$ cat config.mk
export PLATFORM = sky130hd
export DESIGN_NAME = periph_bus_arbiter
export DESIGN_NICKNAME = d
export VERILOG_FILES = /design/src/rtl/periph_bus_arbiter_pkg.sv /design/src/rtl/periph_bus_arbiter_rr_pick.sv /design/src/rtl/periph_bus_arbiter.sv
export SDC_FILE = /design/constraint.sdc
export NUM_CORES = 1
export LEC_CHECK = 0
export ABC_AREA = 1
export CAP_MARGIN = 10
export CORE_UTILIZATION = 35
export CTS_CLUSTER_DIAMETER = 100
export DETAILED_ROUTE_END_ITERATION = 10
export DONT_BUFFER_PORTS = 1
export GPL_ROUTABILITY_DRIVEN = 0
export PLACE_DENSITY = 0.57
export SYNTH_ARGS = -nofsm -noshare
export SYNTH_HDL_FRONTEND = slang
export SYNTH_HIERARCHICAL = 1
export SYNTH_SLANG_ARGS = --single-unit
$ cat constraint.sdc
create_clock -name pclk -period 1.33 [get_ports pclk]
set_input_delay 0.1995 -clock pclk [delete_from_list [all_inputs] [get_ports pclk]]
set_output_delay 0.1995 -clock pclk [all_outputs]
set_load 0.05 [all_outputs]
$ cat src/rtl/periph_bus_arbiter_pkg.sv
// Shared constants and types for the two-master peripheral bus arbiter.
package periph_bus_arbiter_pkg;

  localparam int XLEN        = 32;
  localparam int MAX_BIT_POS = XLEN - 1;

  typedef enum logic [1:0] {
    PBUS_ARB_IDLE = 2'd0,
    PBUS_ARB_BUSY = 2'd1,
    PBUS_ARB_DONE = 2'd2
  } arb_state_t;

  typedef struct packed {
    logic [MAX_BIT_POS:0] addr;
    logic [MAX_BIT_POS:0] wdata;
    logic [1:0]           byte_size;
    logic                 write;
  } bus_req_t;

endpackage

$ cat src/rtl/periph_bus_arbiter_rr_pick.sv
// Two-way round-robin pick: a lone requester wins; on a tie the master not granted last time wins.
module pbus_rr_pick (
  input  logic [1:0] req,
  input  logic       last_grant,
  output logic       grant,
  output logic       valid
);

  always_comb begin
    valid = |req;
    grant = 1'b0;
    if (req == 2'b11) begin
      grant = ~last_grant;
    end else if (req[1]) begin
      grant = 1'b1;
    end
  end

endmodule

$ cat src/rtl/periph_bus_arbiter.sv
// Two-master round-robin front end for peripherals_bus; one transaction in flight at a time.
// Optional BUSY-cycle timeout abort is compiled in with PBUS_ARB_TIMEOUT_EN.
module periph_bus_arbiter
  import periph_bus_arbiter_pkg::*;
#(
  parameter int              TIMEOUT_CYCLES = 1024,
  parameter logic [XLEN-1:0] ERR_RDATA      = 32'hDEAD_BEEF
) (
  input  logic            pclk,
  input  logic            rst_n,
  input  logic [XLEN-1:0] m0_addr,
  input  logic            m0_read,
  input  logic            m0_write,
  input  logic [XLEN-1:0] m0_wdata,
  input  logic [1:0]      m0_byte_size,
  output logic [XLEN-1:0] m0_rdata,
  output logic            m0_ready,
  output logic            m0_err,
  input  logic [XLEN-1:0] m1_addr,
  input  logic            m1_read,
  input  logic            m1_write,
  input  logic [XLEN-1:0] m1_wdata,
  input  logic [1:0]      m1_byte_size,
  output logic [XLEN-1:0] m1_rdata,
  output logic            m1_ready,
  output logic            m1_err,
  output logic [XLEN-1:0] io_addr,
  output logic [XLEN-1:0] io_wdata,
  output logic            io_read,
  output logic            io_write,
  output logic [1:0]      io_byte_size,
  output logic            read_ready,
  input  logic [XLEN-1:0] io_rdata,
  input  logic            io_ready
);

  arb_state_t      state_reg, state_next;
  logic [1:0]      req;
  logic            grant, pick_valid;
  logic            owner_reg, last_grant_reg;
  bus_req_t        sel_req, io_req_reg;
  logic            io_read_reg, io_write_reg, read_ready_reg;
  logic [1:0]      ready_reg, err_reg;
  logic [XLEN-1:0] rdata_reg [2];
  logic            start, finish_ok, abort, timeout_hit;

  assign req = {m1_read | m1_write, m0_read | m0_write};

  pbus_rr_pick u_pick (
    .req       (req),
    .last_grant(last_grant_reg),
    .grant     (grant),
    .valid     (pick_valid)
  );

  always_comb begin
    sel_req.addr      = grant ? m1_addr      : m0_addr;
    sel_req.wdata     = grant ? m1_wdata     : m0_wdata;
    sel_req.byte_size = grant ? m1_byte_size : m0_byte_size;
    sel_req.write     = grant ? m1_write     : m0_write;
  end

`ifdef PBUS_ARB_TIMEOUT_EN
  localparam int TMO_W = (TIMEOUT_CYCLES > 2) ? $clog2(TIMEOUT_CYCLES) : 1;
  logic [TMO_W-1:0] tmo_cnt_reg;

  // Counts consecutive BUSY cycles without io_ready; cleared whenever the bus is not waiting.
  always_ff @(posedge pclk or negedge rst_n) begin
    if (!rst_n) begin
      tmo_cnt_reg <= '0;
    end else if (state_reg == PBUS_ARB_BUSY && !io_ready) begin
      tmo_cnt_reg <= tmo_cnt_reg + TMO_W'(1);
    end else begin
      tmo_cnt_reg <= '0;
    end
  end

  assign timeout_hit = (tmo_cnt_reg == TMO_W'(TIMEOUT_CYCLES - 1));
`else
  logic unused_timeout;
  assign unused_timeout = ^TIMEOUT_CYCLES;
  assign timeout_hit    = 1'b0;
`endif

  always_ff @(posedge pclk or negedge rst_n) begin
    if (!rst_n) begin
      state_reg <= PBUS_ARB_IDLE;
    end else begin
      state_reg <= state_next;
    end
  end

  // io_ready is checked before the timeout so a same-cycle completion is never reported as an error.
  always_comb begin
    state_next = state_reg;
    start      = 1'b0;
    finish_ok  = 1'b0;
    abort      = 1'b0;
    unique case (state_reg)
      PBUS_ARB_IDLE: begin
        if (pick_valid) begin
          start      = 1'b1;
          state_next = PBUS_ARB_BUSY;
        end
      end
      PBUS_ARB_BUSY: begin
        if (io_ready) begin
          finish_ok  = 1'b1;
          state_next = PBUS_ARB_DONE;
        end else if (timeout_hit) begin
          abort      = 1'b1;
          state_next = PBUS_ARB_DONE;
        end
      end
      PBUS_ARB_DONE: state_next = PBUS_ARB_IDLE;
      default:       state_next = PBUS_ARB_IDLE;
    endcase
  end

  always_ff @(posedge pclk or negedge rst_n) begin
    if (!rst_n) begin
      owner_reg      <= 1'b0;
      last_grant_reg <= 1'b1;
      io_req_reg     <= '0;
      io_read_reg    <= 1'b0;
      io_write_reg   <= 1'b0;
      read_ready_reg <= 1'b0;
      ready_reg      <= '0;
      err_reg        <= '0;
    end else begin
      read_ready_reg <= finish_ok;
      ready_reg      <= '0;
      err_reg        <= '0;
      if (start) begin
        owner_reg      <= grant;
        last_grant_reg <= grant;
        io_req_reg     <= sel_req;
        io_read_reg    <= ~sel_req.write;
        io_write_reg   <= sel_req.write;
      end
      if (finish_ok || abort) begin
        io_read_reg          <= 1'b0;
        io_write_reg         <= 1'b0;
        ready_reg[owner_reg] <= 1'b1;
        err_reg[owner_reg]   <= abort;
      end
    end
  end

  // Read data persists between transactions; write completions leave it alone.
  always_ff @(posedge pclk or negedge rst_n) begin
    if (!rst_n) begin
      rdata_reg <= '{default: '0};
    end else if (finish_ok && io_read_reg) begin
      rdata_reg[owner_reg] <= io_rdata;
    end else if (abort) begin
      rdata_reg[owner_reg] <= ERR_RDATA;
    end
  end

  assign io_addr      = io_req_reg.addr;
  assign io_wdata     = io_req_reg.wdata;
  assign io_byte_size = io_req_reg.byte_size;
  assign io_read      = io_read_reg;
  assign io_write     = io_write_reg;
  assign read_ready   = read_ready_reg;

  assign m0_rdata = rdata_reg[0];
  assign m0_ready = ready_reg[0];
  assign m0_err   = err_reg[0];
  assign m1_rdata = rdata_reg[1];
  assign m1_ready = ready_reg[1];
  assign m1_err   = err_reg[1];

endmodule

==> results.toml <==
[timing]
whs_ns = -0.521
rsz0062_at_grt = "true"
hold_viol = 140
maxSlewViolCount = 0
fin_crit_ns = 1.36
finalClockSkew_ns = 0.00526
max_slew.worst_pin.slew_ns = 0.538
max_freq_mhz = 736
setup_violations = 19
fin_crit_sh = 1.02
relSlewSlack = 0.641
setup_ws_ns = -0.0286

[worst_setup_path]
regToRegSetupSlack_ns = -0.03
crit_start = "last_grant_reg"
cp.arrival_ns = 1.66
cp_slowest_cell = "dfstp_2"
rr_endpoint = "io_addr[21]"
crit_chain = "a21oi_4 > clkbuf_16 > clkbuf_16 > nand2_1 > o21ai_1 > nand2_1 > nand2_1"
slowest_delay_ns = 0.56
reg2reg_from = "last_grant_reg"
cp_top_family = "flip-flops"
crit_path_end = "io_addr[21]"
worstSetupPathDepth = 7
cp_common_cell = "nand2_1"
critPathMaxFanout = 8
worst_setup_path_end_kind = "flop"
critPathKind = "reg -> reg"
crit_buf_inv = 2
worstPathRequired_ns = 1.64
cp-start-kind = "flop"
r2r_cells = 7

[floorplan]
pin_count = 308
row_count = 48
core_area_mm2 = 0.0174
die-area_mm2 = 0.0184
initial_core_util = 0.361
fp.dieH_um = 136
die_w_um = 136

[global_route]
grt_first_pass_wirelength_um = 27600
grt_max_degree = 140
antenna_found_initial = 0
grt_pass1_vias = 5311
grt_remaining_overflow = 0
track_usage = 0.195

[synth]
yosysSeqAreaShare = 0.556
synth_area_leaders = "dfrtp_1 55%, nand2_1 24%, o21ai_0 5.5%"
synth_commonest_cells = "398 x nand2_1, 138 x dfrtp_1, 71 x inv_1"
syn_avg_cell_area_um2 = 7.72
synth_area_mm2 = 0.00626
yosysTopAreaCell = "dfrtp_1"
synth-edff-count = 0
yosysMostFrequentCell = "nand2_1"
ys_ff_latch = 139
synthDistinctLibCells = 21
yosys_warnings = 6
netlist_instances = 811
synth_top_area_share = 0.552
ys_dominant_reg_cell = "dfrtp_1"
async_reset_ff_frac = 1.00

[detailed_routing]
via_per_inst = 4.97
first_iter_violations = 286
drt_first_pass_iters = 5
drc = 0
wl_per_cell_um = 18.2
drt-total-wl_um = 21300
drtAntennaViolNets = 0
num_vias = 5798

[layout]
n_antenna_cell = 0
drive_gt1_frac = 0.155
stdcell_count = 1167
area_growth_pct = 42.7
fill_cells = 1601
nets = 1102

[status]
outcome = "finished with violations"
violations = "hold timing, setup timing"

[placed_design]
place_ws_ns = -0.0732
dp.cells = 1012
dp_hpwl_um = 11500
io_buffers = 0

[clock_tree]
clkLatencyLatePin_ns = 0.41
numClockSinks = 139
clockBufferDepth = 2
cts-root-buf = "clkbuf_16"
cts_tree = "built"
h-tree-depth = 4
cts_made_buffers = 17
clk_pin_slew_ns = 0.06

[power_and_ir_drop]
report.power.total_uw = 26400
power_density_mw_per_mm2 = 2950
leakagePower_uw = 0.00469
ir_drop_mv = 1.33

[worst_hold_path]
hp-class = "in -> async"

[flow_run]
drv_cap = 0
cells in the final DEF (no fill, tap or decap), drive strengths merged, types with 4 or more instances in the layout:
| master | synthesis | routed |
|---|---|---|
| clkinv | 0 | 4 |
| clkbuf | 21 | 32 |
| o21ai | 69 | 69 |
| nor2 | 4 | 4 |
| buf | 29 | 37 |
| nand2 | 398 | 398 |
| dlygate4sd3 | 0 | 101 |
| dfrtp | 138 | 138 |
| nand3 | 68 | 68 |
| inv | 75 | 76 |
worst min path at each step:
stage                        end  cells past startpoint
floorplan             io_addr[0]                      0
global placement    m1_rdata[23]                      0
detailed placement  m0_rdata[25]                      0
CTS                 m0_rdata[25]                      0
global route        m1_rdata[23]                      0
finish              m1_rdata[23]                      0
layer usage:
layer | track usage | up-vias | wire length [um]
li1 | - | 2724 | -
met1 | 0.226 | 2771 | 8360
met2 | 0.324 | 273 | 10500
met3 | 0.0827 | 30 | 2030
met4 | 0.0618 | 0 | 384
met5 | 0 | - | 0
report_power, final:
| part | switching, uW | internal [uW] | leakage [uW] |
|---|---|---|---|
| Combinational | 4340 | 2970 | 0.00266 |
| Sequential | 8040 | 6110 | 0.00174 |
| Clock | 1840 | 3080 | 0.000294 |
per-stage QoR:
stage | cell area [um2] | util | TNS, ns
6_report | 8940 | 0.515 | -0.249
5_1_grt | 8940 | 0.515 | -4.90
4_1_cts | 8180 | 0.471 | 0
3_5_place_dp | 6620 | 0.381 | -1.60
3_3_place_gp | 6620 | 0.381 | -0.772
2_1_floorplan | 6300 | - | 0
cell type report:
cell class,instances,area [um2],area share
inverter,75,284,0.0318
clock inverter,10,141,0.0158
sequential,139,3480,0.389
clock buffer,20,467,0.0522
multi-input combinational,548,2510,0.281
timing repair buffer,150,1770,0.198
tap,225,282,0.0315
worst reg2reg max path, delay by kind of cell (launching register included):
kind                   cells  cell delay (ns)
DFF                        1             0.56
buffers and inverters      2             0.35
and+or+nand+nor            3             0.17
AOI/OAI and AO/OA          2             0.16
cell families after synthesis:
logic type,synth area share
buffers and inverters,0.0821
flip-flops,0.556
AO/OA/AOI/OAI,0.0572
other,0.000599
AND/OR/NAND/NOR,0.304
what timing repair did:
| item | 4_1_cts | 5_1_grt |
|---|---|---|
| buffers inserted | 0 | 5 |
| hold endpoints to repair | 243 | 145 |
| pin swaps | 1 | 65 |
| cloned | 0 | 19 |
| hold buffers | 95 | 6 |
| resized for setup | 2 | 117 |
| setup endpoints to repair | 3 | 63 |
Power figures use the tool's default switching activity.
